## config.mk

```make
export PLATFORM = sky130hd
export DESIGN_NAME = ram_arb
export DESIGN_NICKNAME = d
export VERILOG_FILES = /design/src/rtl/ram_arb_pkg.sv /design/src/rtl/ram_arb_rr_pick.sv /design/src/rtl/ram_arb.sv
export SDC_FILE = /design/constraint.sdc
export NUM_CORES = 1
export LEC_CHECK = 0
export CAP_MARGIN = 15
export CORE_UTILIZATION = 32
export CTS_BUF_LIST = sky130_fd_sc_hd__clkbuf_4
export CTS_CLUSTER_DIAMETER = 100
export DETAILED_ROUTE_END_ITERATION = 8
export PLACE_DENSITY_LB_ADDON = 0.05
export SYNTH_ARGS = -nofsm -noshare
export SYNTH_HDL_FRONTEND = slang
export SYNTH_SLANG_ARGS = --single-unit
export TNS_END_PERCENT = 5
```

## constraint.sdc

```tcl
create_clock -name i_clk -period 1.85 [get_ports i_clk]
set_input_delay 0.37 -clock i_clk [delete_from_list [all_inputs] [get_ports i_clk]]
set_output_delay 0.37 -clock i_clk [all_outputs]
set_load 0.005 [all_outputs]
```

## src/rtl/ram_arb_pkg.sv

```systemverilog
// Shared constants, FSM state type and helpers for the RAM arbiter.
package ram_arb_pkg;

  localparam int ADDR_W = 6;
  localparam int DATA_W = 8;
  localparam int DEPTH  = 64;

  // Wide enough to count up to the largest legal MAX_LOCK (15).
  localparam int LOCK_CNT_W = 4;

  typedef enum logic {
    ARB    = 1'b0,
    LOCKED = 1'b1
  } arb_state_e;

  // Index of the requester after idx, wrapping at n.
  function automatic int wrap_inc(input int idx, input int n);
    return (idx + 1 >= n) ? 0 : idx + 1;
  endfunction

endpackage

```

## src/rtl/ram_arb_rr_pick.sv

```systemverilog
// One-hot priority picker: the first requester with i_req set, searching
// upward from i_ptr and wrapping. A pointer tied to 0 gives fixed priority.
module rr_pick #(
  parameter int NREQ = 2
) (
  input  logic [NREQ-1:0]          i_req,
  input  logic [$clog2(NREQ)-1:0]  i_ptr,
  output logic [NREQ-1:0]          o_gnt
);

  logic w_found;

  // Scan offsets 0..NREQ-1 from the pointer; the smallest offset wins.
  always_comb begin
    o_gnt   = '0;
    w_found = 1'b0;
    for (int k = 0; k < NREQ; k++) begin
      for (int i = 0; i < NREQ; i++) begin
        if (!w_found && i_req[i] && (i == ((int'(i_ptr) + k) % NREQ))) begin
          o_gnt[i] = 1'b1;
          w_found  = 1'b1;
        end
      end
    end
  end

endmodule

```

## src/rtl/ram_arb.sv

```systemverilog
// Round-robin arbiter sharing one 64x8 single-port synchronous RAM among
// NREQ requesters, with an optional per-requester lock for back-to-back
// accesses (e.g. read-modify-write) capped at MAX_LOCK grants.
// Build option: RAM_ARB_FIXED_PRIO_EN ties the search pointer to 0 so the
// lowest index always wins in ARB; lock behaviour is unchanged.
//
// Handshake: a requester raises req[i] with its command and holds it until
// gnt[i]; gnt[i] is combinational and means the command is accepted in
// that same cycle. Reads answer with a one-cycle rvalid[i] pulse two
// cycles after the grant, with data on the shared rdata. Writes have no
// response.
module ram_arb
  import ram_arb_pkg::*;
#(
  parameter int NREQ     = 2,
  parameter int MAX_LOCK = 4
) (
  input  logic                     i_clk,
  input  logic                     i_rst,
  input  logic [NREQ-1:0]          i_req,
  input  logic [NREQ-1:0]          i_wr,
  input  logic [NREQ-1:0]          i_lock,
  input  logic [NREQ*ADDR_W-1:0]   i_addr,
  input  logic [NREQ*DATA_W-1:0]   i_din,
  output logic [NREQ-1:0]          o_gnt,
  output logic [NREQ-1:0]          o_rvalid,
  output logic [DATA_W-1:0]        o_rdata,
  output logic                     o_ram_wr,
  output logic [ADDR_W-1:0]        o_ram_addr,
  output logic [DATA_W-1:0]        o_ram_din,
  input  logic [DATA_W-1:0]        i_ram_dout,
  output logic                     o_dbg_state,
  output logic [$clog2(NREQ)-1:0]  o_dbg_ptr,
  output logic [LOCK_CNT_W-1:0]    o_dbg_lock_cnt
);

  localparam int PTR_W = $clog2(NREQ);

  // Arbitration state
  arb_state_e             r_state;
  arb_state_e             w_state_nxt;
  logic [PTR_W-1:0]       r_ptr;
  logic [PTR_W-1:0]       w_ptr_nxt;
  logic [PTR_W-1:0]       r_owner;
  logic [PTR_W-1:0]       w_owner_nxt;
  logic [LOCK_CNT_W-1:0]  r_lock_cnt;
  logic [LOCK_CNT_W-1:0]  w_lock_cnt_nxt;
  logic [LOCK_CNT_W-1:0]  w_lock_cnt_inc;

  // Grant selection
  logic [NREQ-1:0]        w_pick;
  logic [PTR_W-1:0]       w_pick_idx;
  logic                   w_pick_lock;
  logic                   w_own_req;
  logic                   w_own_lock;
  logic                   w_any;
  logic [PTR_W-1:0]       w_sel_idx;

  // RAM command
  logic [NREQ-1:0]        w_gnt;
  logic                   w_ram_wr;
  logic [ADDR_W-1:0]      w_ram_addr;
  logic [DATA_W-1:0]      w_ram_din;

  // Read return pipeline
  logic                   r_s1_vld;
  logic [PTR_W-1:0]       r_s1_own;
  logic [NREQ-1:0]        w_rvalid_nxt;
  logic [NREQ-1:0]        r_rvalid;
  logic [DATA_W-1:0]      r_rdata;

  rr_pick #(
    .NREQ (NREQ)
  ) u_pick (
    .i_req (i_req),
    .i_ptr (r_ptr),
    .o_gnt (w_pick)
  );

  // Index and lock bit of the picked requester; req/lock of the lock owner.
  always_comb begin
    w_pick_idx = '0;
    for (int i = 0; i < NREQ; i++) begin
      if (w_pick[i]) w_pick_idx = PTR_W'(i);
    end
    w_pick_lock    = |(w_pick & i_lock);
    w_own_req      = i_req[r_owner];
    w_own_lock     = i_lock[r_owner];
    w_lock_cnt_inc = r_lock_cnt + LOCK_CNT_W'(1);
  end

  // Next-state logic: who is granted this cycle and how ptr/lock evolve.
  always_comb begin
    w_state_nxt    = r_state;
    w_ptr_nxt      = r_ptr;
    w_owner_nxt    = r_owner;
    w_lock_cnt_nxt = r_lock_cnt;
    w_any          = 1'b0;
    w_sel_idx      = r_owner;
    if (!i_rst) begin
      case (r_state)
        ARB: begin
          if (|w_pick) begin
            w_any     = 1'b1;
            w_sel_idx = w_pick_idx;
            w_ptr_nxt = PTR_W'(wrap_inc(int'(w_pick_idx), NREQ));
            if (w_pick_lock && (MAX_LOCK > 1)) begin
              w_state_nxt    = LOCKED;
              w_owner_nxt    = w_pick_idx;
              w_lock_cnt_nxt = LOCK_CNT_W'(1);
            end
          end
        end
        LOCKED: begin
          if (w_own_req) begin
            w_any     = 1'b1;
            w_sel_idx = r_owner;
            if (!w_own_lock || (w_lock_cnt_inc == LOCK_CNT_W'(MAX_LOCK))) begin
              w_state_nxt    = ARB;
              w_ptr_nxt      = PTR_W'(wrap_inc(int'(r_owner), NREQ));
              w_lock_cnt_nxt = '0;
            end else begin
              w_lock_cnt_nxt = w_lock_cnt_inc;
            end
          end else begin
            // Owner dropped its request: nobody is granted, release the lock.
            w_state_nxt    = ARB;
            w_ptr_nxt      = PTR_W'(wrap_inc(int'(r_owner), NREQ));
            w_lock_cnt_nxt = '0;
          end
        end
        default: w_state_nxt = ARB;
      endcase
    end
`ifdef RAM_ARB_FIXED_PRIO_EN
    w_ptr_nxt = '0;
`endif
  end

  // Arbitration state register.
  always_ff @(posedge i_clk) begin
    if (i_rst) begin
      r_state    <= ARB;
      r_ptr      <= '0;
      r_owner    <= '0;
      r_lock_cnt <= '0;
    end else begin
      r_state    <= w_state_nxt;
      r_ptr      <= w_ptr_nxt;
      r_owner    <= w_owner_nxt;
      r_lock_cnt <= w_lock_cnt_nxt;
    end
  end

  // Route the granted requester's command to the RAM; idle reads address 0.
  always_comb begin
    w_gnt      = '0;
    w_ram_wr   = 1'b0;
    w_ram_addr = '0;
    w_ram_din  = '0;
    for (int i = 0; i < NREQ; i++) begin
      if (w_any && (i == int'(w_sel_idx))) begin
        w_gnt[i]   = 1'b1;
        w_ram_wr   = i_wr[i];
        w_ram_addr = i_addr[i*ADDR_W +: ADDR_W];
        w_ram_din  = i_din[i*DATA_W +: DATA_W];
      end
    end
  end

  // Decode the stage-1 owner into the one-hot rvalid for the next edge.
  always_comb begin
    w_rvalid_nxt = '0;
    for (int i = 0; i < NREQ; i++) begin
      if (r_s1_vld && (i == int'(r_s1_own))) w_rvalid_nxt[i] = 1'b1;
    end
  end

  // Read return: stage 1 tracks the RAM access, stage 2 captures its data.
  always_ff @(posedge i_clk) begin
    if (i_rst) begin
      r_s1_vld <= 1'b0;
      r_s1_own <= '0;
      r_rvalid <= '0;
      r_rdata  <= '0;
    end else begin
      r_s1_vld <= w_any & ~w_ram_wr;
      r_s1_own <= w_sel_idx;
      r_rvalid <= w_rvalid_nxt;
      if (r_s1_vld) r_rdata <= i_ram_dout;
    end
  end

  assign o_gnt          = w_gnt;
  assign o_ram_wr       = w_ram_wr;
  assign o_ram_addr     = w_ram_addr;
  assign o_ram_din      = w_ram_din;
  assign o_rvalid       = r_rvalid;
  assign o_rdata        = r_rdata;
  assign o_dbg_state    = (r_state == LOCKED);
  assign o_dbg_ptr      = r_ptr;
  assign o_dbg_lock_cnt = r_lock_cnt;

endmodule

```

==> results by group <==
Status
  • Status: finished with violations
  • Failing checks: setup timing

Setup path
  • Worst Path Required: 1.48 ns
  • Critical path cell sequence: nand2_4 > nor2_2 > a2111oi_4 > clkbuf_16 > buf_6 > a22o_1 > buf_2
  • WP data arrival: 1.72 ns
  • Critical path class: flip-flop to output pin
  • CP peak stage delay: 0.39 ns
  • Setup crit end kind: output pin
  • Slowest CP cell: a2111oi_4
  • Critical path launch point type: flip-flop
  • Critical-path maximum fanout: 5

Power and ir drop
  • PwrDens: 509 nW/um2
  • Maximum VDD drop: 0.000374 V
  • Static Leakage: 0.000867 uW

Floorplanning
  • Die height: 59.1 um
  • Rows: 20
  • Die W: 59.1 um
  • Initial core utilization: 33.9%
  • Core ar.: 3080 um2
  • I/O Pins: 77
  • Die ar.: 3490 um2

STA
  • Setup TNS: -3.02 ns
  • Period Utilization, post-route: 113%
  • Final hold violation count: 0
  • Final min period: 2.09 ns
  • Slew HR: 67.1%
  • Final slew viol count: 0
  • Final WS setup: -0.244 ns
  • Final setup fails: 16
  • RSZ-0062 raised after global routing: yes
  • Max Freq: 0.478 GHz
  • Skew final: 0.00442 ns
  • Worst slew pin tran: 0.493 ns

Logic synthesis
  • Post-synth net total: 158
  • Library cells used by synthesis: 35
  • Yosys top cell by area: dfxtp_1
  • Post-synth top cells: dfxtp_1, a22o_1, nor2_1
  • Most common cell in the netlist: dfxtp_1
  • Synth top area share: 36.5%
  • Synth area leaders: dfxtp_1, a22o_1, mux2i_1
  • Cell Area, Synth: 1040 um2
  • Fraction of registers with async set/reset: 0%
  • Post-synthesis cell count: 112
  • Syn_area_per_cell: 9.32 um2
  • Sequential area share after synthesis: 36.5%
  • EDFF count, synth: 0
  • Synth Warn #: 0
  • Synthesized flop and latch total: 19
  • Synth Flop Type: dfxtp_1

Global routing
  • Overflow left after global routing: 0
  • Largest net degree at the start of global routing: 22
  • Vias in the first global route: 1230
  • Initial antenna violation count: 0
  • Tot GR Track Use: 21.3%
  • First-pass GRT wire length: 5580 um

CTS
  • Latest clock arrival within the worst-skew pair: 0.29 ns
  • Clk root buf: clkbuf_4
  • Hold bufs inserted after CTS: 0
  • CTS tree: built
  • Clock sink count: 19
  • Worst-path clk slew: 0.10 ns
  • CTS Buffer Depth: 2
  • TritonCTS buffer count: 3
  • Htree depth: 1

Route
  • Final ANT Viol Nets: 0
  • Post-Route WL: 3570 um
  • Routed len/inst: 14.0 um
  • # DRC: 0
  • Via density: 4.76
  • Drt pass-1 iters: 4
  • Drt initial violations: 29
  • Vias: 1215

Placement
  • Final GP Congestion: 0.845
  • Port buffer count: 76
  • Dpl ws: -0.675 ns
  • Cell Area, Placed: 1950 um2
  • Post-DP HPWL: 2620 um

Finish
  • Final Cell Area: 2030 um2
  • Layout cells sized above 1: 31.3%
  • Area Overhead vs Synth: 94.7%
  • Nets: 258
  • N_diodes: 0

Run
  • Max-cap violations: 0

Min path
  • Hold Crit Class: flip-flop to flip-flop
## sequential cells by signal, summed over array words and instances, names as in the netlist
signal          count
o_rdata             8
o_dbg_state         1
r_s1_own            1
o_dbg_lock_cnt      4
r_owner             1
r_s1_vld            1
o_dbg_ptr           1
o_rvalid            2
## logic make-up (layout without fill, tap and decap cells)
group,Yosys count,in the layout,synth area share (%)
muxes,9,9,8.75
buffers and inverters,10,109,5.40
DFF,19,19,36.5
adders and majority gates,2,2,2.40
AOI/OAI and AO/OA,36,36,28.3
and+or+nand+nor,36,36,18.7
## layout make-up
| class | instances | area (um2) |
|---|---|---|
| repair buffers | 102 | 913 |
| multi-input cells | 83 | 632 |
| clock buffers | 3 | 22.5 |
| inverters | 3 | 11.3 |
| clock inverters | 1 | 5.00 |
| well taps | 44 | 55.1 |
| fillers | 274 | 1050 |
| flip-flops and latches | 19 | 393 |
## stage by stage
stage                     std cells  hold slack, ns  utilization, %  total power, uW
final                           255           0.427            66.0             1040
after global placement          241           0.401            63.3              822
after detailed placement        241           0.411            63.3              831
after floorplan                 112           0.388               -              590
after global routing            255           0.460            66.0             1100
after CTS                       256           0.427            66.3             1050
## report_power, final
part           internal (uW)  total, uW  switching [uW]
registers                434        463            28.5
logic                    248        369             121
clock network           80.4        203             123
total                    763       1040             272
## timing repair
item / CTS / global route
buffers inserted: 10 / 0
endpoints found under the setup margin: 18 / 19
pin swaps: 15 / 6
cloned: 1 / 0
gates resized for setup: 79 / 9
## final timing paths
path,startpoint,endpoint,slack (ns),cells past startpoint
max,o_dbg_ptr,o_ram_addr[1],-0.24,7
min,r_s1_own,o_rvalid[0],0.43,1
max reg2reg,o_dbg_lock_cnt[1],o_dbg_lock_cnt[2],0.10,6
min reg2reg,r_s1_own,o_rvalid[0],0.43,1
## placed cells by master, fill, tap and decap left out, types with 2 or more instances in the layout
cell and count:
clkdlybuf4s50_1 56, buf_4 19, a22o_1 15, dfxtp_1 15, buf_2 15, nor2_1 11
mux2i_1 8, a21oi_1 8, buf_6 6, o21ai_0 4, nand2_1 4, or3_2 3
clkbuf_4 3, dlygate4sd2_1 3, dfxtp_4 3, nand2b_4 2, o211ai_1 2, and2_1 2
inv_1 2, or2_2 2, ha_1 2
## worst max-delay path, delay by kind of cell (launching register included)
kind / cells / cell delay (ns)
and+or+nand+nor: 2 / 0.11
AOI/OAI and AO/OA: 2 / 0.52
buffers and inverters: 3 / 0.43
DFF: 1 / 0.37
## layer usage
layer  global-route usage [%]  share of wire, %
met5                        0                 0
met4                     4.76               1.1
met3                     6.77               7.8
met2                     39.0                51
met1                     23.9                41
Note: power is estimated with default switching activity, not from simulation.
